`config.mk`:
```
export PLATFORM = sky130hd
export DESIGN_NAME = mesh_input_dispenser
export DESIGN_NICKNAME = d
export VERILOG_FILES = /design/src/rtl/mesh_input_dispenser.sv
export SDC_FILE = /design/constraint.sdc
export NUM_CORES = 1
export LEC_CHECK = 0
export ABC_AREA = 1
export CORE_MARGIN = 4
export CORE_UTILIZATION = 45
export CTS_CLUSTER_SIZE = 10
export DETAILED_ROUTE_END_ITERATION = 10
export MAX_ROUTING_LAYER = met4
export PLACE_DENSITY = 0.68
export SKIP_CTS_REPAIR_TIMING = 1
export SYNTH_ARGS = -nofsm -noshare
export SYNTH_HDL_FRONTEND = slang
export SYNTH_SLANG_ARGS = --single-unit
export TNS_END_PERCENT = 50
```
`constraint.sdc`:
```
create_clock -name clk -period 2.7 [get_ports clk]
set_input_delay 0.54 -clock clk [delete_from_list [all_inputs] [get_ports clk]]
set_output_delay 0.54 -clock clk [all_outputs]
set_load 0.005 [all_outputs]
```
`src/rtl/mesh_input_dispenser.sv`:
```
// mesh_input_dispenser: meters reagent into the mesh inputs by sequencing
// the three-valve peristaltic pump of the selected input through a six-phase
// pattern for a commanded number of strokes, then settling with all valves
// closed. Every output comes straight from a flop.
module mesh_input_dispenser #(
    parameter int N_INPUTS = 2,
    parameter int VOL_W    = 8,
    parameter int PHASE_W  = 8,
    localparam int CH_W    = (N_INPUTS > 1) ? $clog2(N_INPUTS) : 1
) (
    input  logic                  clk,
    input  logic                  rst,
    input  logic                  cmd_valid,
    output logic                  cmd_ready,
    input  logic [CH_W-1:0]       cmd_chan,
    input  logic [VOL_W-1:0]      cmd_strokes,
    input  logic [PHASE_W-1:0]    cmd_phase,
    input  logic                  abort,
    output logic [3*N_INPUTS-1:0] valves,
    output logic                  busy,
    output logic [VOL_W-1:0]      strokes_done,
    output logic                  done,
    output logic                  aborted
);

    typedef enum logic [1:0] {
        ST_IDLE   = 2'd0,
        ST_PUMP   = 2'd1,
        ST_SETTLE = 2'd2
    } state_t;

    // Valve pattern {a,b,c} for each pump phase; closed = 1.
    function automatic logic [2:0] phase_pattern(input logic [2:0] ph);
        logic [2:0] pat;
        case (ph)
            3'd0:    pat = 3'b101;
            3'd1:    pat = 3'b100;
            3'd2:    pat = 3'b110;
            3'd3:    pat = 3'b010;
            3'd4:    pat = 3'b011;
            3'd5:    pat = 3'b001;
            default: pat = 3'b111;
        endcase
        return pat;
    endfunction

    state_t                state_q, state_d;
    logic [2:0]            phase_q, phase_d;
    logic [PHASE_W-1:0]    cnt_q, cnt_d;
    logic [PHASE_W-1:0]    plen_q, plen_d;
    logic [VOL_W-1:0]      strokes_q, strokes_d;
    logic [VOL_W-1:0]      sd_q, sd_d;
    logic [CH_W-1:0]       chan_q, chan_d;
    logic [3*N_INPUTS-1:0] valves_q, valves_d;
    logic                  cmd_ready_q, cmd_ready_d;
    logic                  busy_q, busy_d;
    logic                  done_q, done_d;
    logic                  aborted_q, aborted_d;
    logic                  last_cycle_s;
    logic [VOL_W-1:0]      sd_inc_s;

    // Next-state, counters and the registered-output values derived from them.
    always_comb begin
        state_d      = state_q;
        phase_d      = phase_q;
        cnt_d        = cnt_q;
        plen_d       = plen_q;
        strokes_d    = strokes_q;
        sd_d         = sd_q;
        chan_d       = chan_q;
        done_d       = 1'b0;
        aborted_d    = 1'b0;
        last_cycle_s = (cnt_q == (plen_q - PHASE_W'(1)));
        sd_inc_s     = sd_q + VOL_W'(1);

        case (state_q)
            ST_IDLE: begin
                if (cmd_valid && cmd_ready_q) begin
                    chan_d    = cmd_chan;
                    strokes_d = cmd_strokes;
                    plen_d    = (cmd_phase == PHASE_W'(0)) ? PHASE_W'(1) : cmd_phase;
                    sd_d      = VOL_W'(0);
                    cnt_d     = PHASE_W'(0);
                    phase_d   = 3'd0;
                    state_d   = (cmd_strokes == VOL_W'(0)) ? ST_SETTLE : ST_PUMP;
                end else begin
                    state_d = ST_IDLE;
                end
            end
            ST_PUMP: begin
                if (abort) begin
                    state_d   = ST_IDLE;
                    aborted_d = 1'b1;
                end else if (last_cycle_s) begin
                    cnt_d = PHASE_W'(0);
                    if (phase_q == 3'd5) begin
                        phase_d = 3'd0;
                        sd_d    = sd_inc_s;
                        if (sd_inc_s == strokes_q) begin
                            state_d = ST_SETTLE;
                        end else begin
                            state_d = ST_PUMP;
                        end
                    end else begin
                        phase_d = phase_q + 3'd1;
                    end
                end else begin
                    cnt_d = cnt_q + PHASE_W'(1);
                end
            end
            ST_SETTLE: begin
                // Abort takes priority even on the final settle cycle.
                if (abort) begin
                    state_d   = ST_IDLE;
                    aborted_d = 1'b1;
                end else if (last_cycle_s) begin
                    state_d = ST_IDLE;
                    cnt_d   = PHASE_W'(0);
                    done_d  = 1'b1;
                end else begin
                    cnt_d = cnt_q + PHASE_W'(1);
                end
            end
            default: begin
                state_d = ST_IDLE;
            end
        endcase

        cmd_ready_d = (state_d == ST_IDLE);
        busy_d      = (state_d != ST_IDLE);
        valves_d    = '1;
        // An out-of-range channel matches no pump, so everything stays sealed.
        for (int i = 0; i < N_INPUTS; i++) begin
            if ((state_d == ST_PUMP) && (chan_d == CH_W'(i))) begin
                valves_d[3*i +: 3] = phase_pattern(phase_d);
            end else begin
                valves_d[3*i +: 3] = 3'b111;
            end
        end
    end

    // State and output registers; reset seals every valve immediately.
    always_ff @(posedge clk or posedge rst) begin
        if (rst) begin
            state_q     <= ST_IDLE;
            phase_q     <= 3'd0;
            cnt_q       <= PHASE_W'(0);
            plen_q      <= PHASE_W'(1);
            strokes_q   <= VOL_W'(0);
            sd_q        <= VOL_W'(0);
            chan_q      <= CH_W'(0);
            valves_q    <= '1;
            cmd_ready_q <= 1'b0;
            busy_q      <= 1'b0;
            done_q      <= 1'b0;
            aborted_q   <= 1'b0;
        end else begin
            state_q     <= state_d;
            phase_q     <= phase_d;
            cnt_q       <= cnt_d;
            plen_q      <= plen_d;
            strokes_q   <= strokes_d;
            sd_q        <= sd_d;
            chan_q      <= chan_d;
            valves_q    <= valves_d;
            cmd_ready_q <= cmd_ready_d;
            busy_q      <= busy_d;
            done_q      <= done_d;
            aborted_q   <= aborted_d;
        end
    end

    assign cmd_ready    = cmd_ready_q;
    assign valves       = valves_q;
    assign busy         = busy_q;
    assign strokes_done = sd_q;
    assign done         = done_q;
    assign aborted      = aborted_q;

endmodule

```
* After elaboration in Yosys (flattened, before gate mapping)
Index checks and enable logic that the tools add are counted.
** Storage, ports and cells
- Register bits :: 48
** Operators by class
- $add $sub $neg :: 4
- Eq/ne operators :: 16
- Multiplexer cells :: 33
- Bitwise logic cells :: 1
- Reductions and logical operators :: 15
** Operators with widths (count)
- 8-bit two-way mux :: 7
- 8-bit one-hot mux with 2 select lines :: 2
- 3-bit two-way mux :: 6
- 3-bit one-hot mux with 6 select lines :: 1
- 8-bit by 1-bit adder with 8-bit output, second input constant :: 2
- 8-bit equality test :: 2
- 8-bit logical NOT :: 2
- 2-bit two-way mux :: 8
- 2-bit != test, second input constant :: 5
- 3-bit equality test, second input constant :: 3
- 8-bit by 1-bit subtractor with 8-bit output, second input constant :: 1
- 1-bit two-way mux :: 7
- 3-bit by 2-bit equality test with 1-bit output, second input constant :: 2
- 2-bit one-hot mux with 3 select lines :: 1
- 3-bit one-hot mux with 2 select lines :: 1
- 2-bit nonzero test :: 3
- 5-bit AND reduction :: 1
- 2-bit by 1-bit equality test with 1-bit output, second input constant :: 2
- 2-bit logical NOT :: 2
- 3-bit by 1-bit adder with 3-bit output, second input constant :: 1
- 3-bit by 1-bit equality test with 1-bit output, second input constant :: 1
- 1-bit logical AND :: 3
- 3-bit logical NOT :: 1
- 3-bit AND reduction :: 1
- 4 further kinds :: 4

* Longest topological paths before layout
- Depth in word-level cells :: 10
- Mapped depth :: 20

* Worst setup path after synthesis
No wires, ideal clock.
- Path kind :: register -> register
- From :: reg plen_q[0]
- To :: reg sd_q[3], in the netlist strokes_done[3]
- Setup time :: 0.134 ns
- Arrival :: 1.977 ns
- Slack :: 0.589 ns
- Stages on the path, launching flop included :: 14
- Path buffers :: 1
- Period minus slack after synthesis :: 2.111 ns
- Cells stage by stage :: dfstp_2 inv_2 ha_1 xor2_1 o21ai_0 nor2_4 nand2_4 clkinv_2 nand2_2 o21ai_2 nand2_2 buf_6 nand2_1 o31ai_1
** On the way
- Cells in the longest elaborated chain, start to end :: 4
** Ends and longest elaborated chain
- from (decl) :: RTL line 50 : logic [PHASE_W-1:0] plen_q, plen_d;
- from (signal assigned) :: RTL line 161 : plen_q <= plen_d;
- 8-bit by 1-bit subtractor with 8-bit output :: RTL line 73 : last_cycle_s = (cnt_q == (plen_q - PHASE_W'(1)));
- 8-bit equality test :: RTL line 73
- 2-bit != test (no line)
- 5-bit AND reduction (no line)
- to (signal assigned) :: RTL line 150 : sd_q <= VOL_W'(0);
- to (signal assigned) :: RTL line 163 : sd_q <= sd_d;
- to (decl) :: RTL line 52 : logic [VOL_W-1:0] sd_q, sd_d;
Every way passes these cells.
A chain may end at the register's enable or synchronous reset.

* Worst setup path after layout
Ends and elaborated chain as after synthesis.

==> impl_results.md <==
- Status: completed
- Die Y: 87.4 microns
- Post-Place Setup Slack: 0.368 ns
- Most frequent cells in the layout: nand2_1, inv_1, dfrtp_1, clkdlybuf4s50_1, nand3_1
- Grt ovf: 0
- Cell area after synthesis: 0.00284 sq mm
- Origin of the worst setup path: plen_q[0]$_DFFE_PP1P_
- DRT iter0 DRCs: 127
- Max VDD drop: around 0.43 mV
- Fin util: 56.3%
- Clock buffer depth: 2
- WP data arrival: 2.54 ns
- HP Start: plen_q[0]$_DFFE_PP1P_
- Slew Limit Fails: 0
- IO Pins: 39
- Worst Setup Start Kind: register
- #FFs+latches synth: 48
- Seq/Total Area, Yosys: 42.7%
- Primary FF master, synth: dfrtp_1
- Num CTS Buffers: 5
- N_diodes: 0
- Final setup viols: 0
- Largest net degree at the start of global routing: 27
- Cell taking the most area after synthesis: dfrtp_1
- Hold Slack: 0.521 ns
- Reg2reg start: plen_q[0]$_DFFE_PP1P_
- Initial Util: 47.1%
- Clock Tree Root: clkbuf_8
- TritonRoute pass-1 iters: 4
- Vias per std cell: 4.95
- Top cells by area, synth: dfrtp_1, nand2_1, inv_1, dfstp_2, nand3_1
- Area grow syn2layout: 19.5%
- CP max FO: 16
- Clk_lat worst skew: 0.30 ns
- Total clock sinks: 48
- Global Route Usage Sum: 18.6%
- Yosys top cell area share: 36.2%
- HPWL Detailed: 4.99 mm
- Tcrit/Tclk final: 86.2%
- Min cycle time layout: around 2.3 ns
- Die area: 0.00764 sq mm
- H-tree lvl count: 2
- # DRC: 0
- Vias in the first global route: 2385
- # fillers: roughly 590
- Core Region: 0.00603 sq mm
- Final Hold Viols: 0
- Worst slew pin tran: 0.581 ns
- Post-Route WL: 6.40 mm
- Die width: 87.4 microns
- Initial antenna violation count: 0
- Count of input and output buffers: 38
- Share of cells above drive strength 1: 10.5%
- Worst-path clk slew: 0.09 ns
- CTS tree: yes
- Placement Rows: 28
- Final Worst Setup Slack: 0.374 ns
- Vias: 2440
- Layout Cells excl Fill: 493
- Worst setup EP type: register
- Ys async rst share: 100%
- Fmax achieved: around 430 MHz
- Avg Cell Area, Syn: 7.58 sq um
- EDFF count, synth: 0
- Setup TNS: 0 ns
- Gpl congestion: 0.830
- CP required: 2.92 ns
- Most common cell after layout, fill and taps aside: nand2_1
- Synth unique cells: 29
- First-pass GRT wire length: 10.9 mm
- Drt wl/cell: 13.0 microns
- Net Count, Synth: 402
- PD cells: 775 mW/mm^2
- Synthesis Warnings: 0
- Detail Route Antenna Nets: 0
- Post-Syn Instances: about 370
- Inst Count DP: 485
- Hold/Removal Path Class: register to register
- Max-slew headroom: 61.2%
- Max-Cap Viols: 0
- RSZ-0062 raised after global routing: no
- Leak: 0.00161 uW
- Worst Clk Skew: 0.00778 ns
- Critical path type: register to register
- Nets: between 400 and 500
-- worst max-delay path: stages, from the launching register on --
cell and delay, ns:
dfstp_2 0.55, inv_2 0.06, ha_1 0.22, nand2_1 0.11, nor2_2 0.06, nand2_1 0.06, nand2_1 0.05, nand2_1 0.09
nand2_2 0.08, nor2_4 0.15, nand2_4 0.10, clkinv_2 0.08, nand2_2 0.05, o21ai_2 0.12, nand2_2 0.19, o31ai_1 0.24
-- per-stage QoR --
step	area, sq um	power (uW)
5_1_grt	3390	2870
3_3_place_gp	3310	2190
3_5_place_dp	3310	2220
2_1_floorplan	2840	1890
4_1_cts	3390	2650
6_report	3390	2630
-- path summary, 6_finish.rpt --
| path | to | slack [ns] | cells past startpoint |
|---|---|---|---|
| min in group asynchronous | strokes_q[5]$_DFFE_PP0P_ | 0.62 | 2 |
| max reg2reg | strokes_done[3]$_DFFE_PP0P_ | 0.37 | 15 |
| min reg2reg | plen_q[0]$_DFFE_PP1P_ | 0.52 | 2 |
| min | plen_q[0]$_DFFE_PP1P_ | 0.52 | 2 |
| max in group asynchronous | valves[3]$_DFF_PP1_ | 1.44 | 3 |
| max | strokes_done[3]$_DFFE_PP0P_ | 0.37 | 15 |
-- layer usage --
layer / global-route usage, % / wire, microns
met3: 4.54 / 356
met2: 28.4 / 2810
met4: 3.77 / 65
met5: - / 0
met1: 25.3 / 3170
-- cell usage after synthesis, types with 6 or more instances --
library cell and instances:
ha_1 7, o31ai_1 6, a21oi_1 8, xnor2_1 7, nand2_2 6, inv_1 54, nor2_1 21, nand3_1 33
nand2_1 108, dfrtp_1 41, xor2_1 13, dfstp_2 7, o21ai_0 19
-- power breakdown --
group / switching [uW] / internal, uW / total, uW
combinational: 686 / 440 / 1130
clock: 234 / 182 / 416
sequential: 169 / 917 / 1090
total: 1090 / 1540 / 2630
-- sequential cells by signal (all words and copies together), names as in the netlist --
register      flops
chan_q            1
done              1
state_q           2
aborted           1
valves            6
plen_q            8
strokes_q         8
cmd_ready         1
busy              1
cnt_q             8
strokes_done      8
phase_q           3
-- cell families after synthesis --
logic type,synth area share [%]
xor+xnor,6.18
compound gates,8.95
simple gates,30.2
fa+ha+maj,3.09
flops,42.7
buf+inv,8.95
-- cell type report --
cell class                 count  area (sq um)  area share, %
clock inverter                 1          5.00          0.148
clock buffer                   7          76.3           2.25
multi-input combinational    261          1370           40.5
timing repair buffer          42           410           12.1
inverter                      59           223           6.57
sequential                    48          1210           35.7
tap                           75          93.8           2.77
No activity file was read; power rests on OpenSTA's default activity.
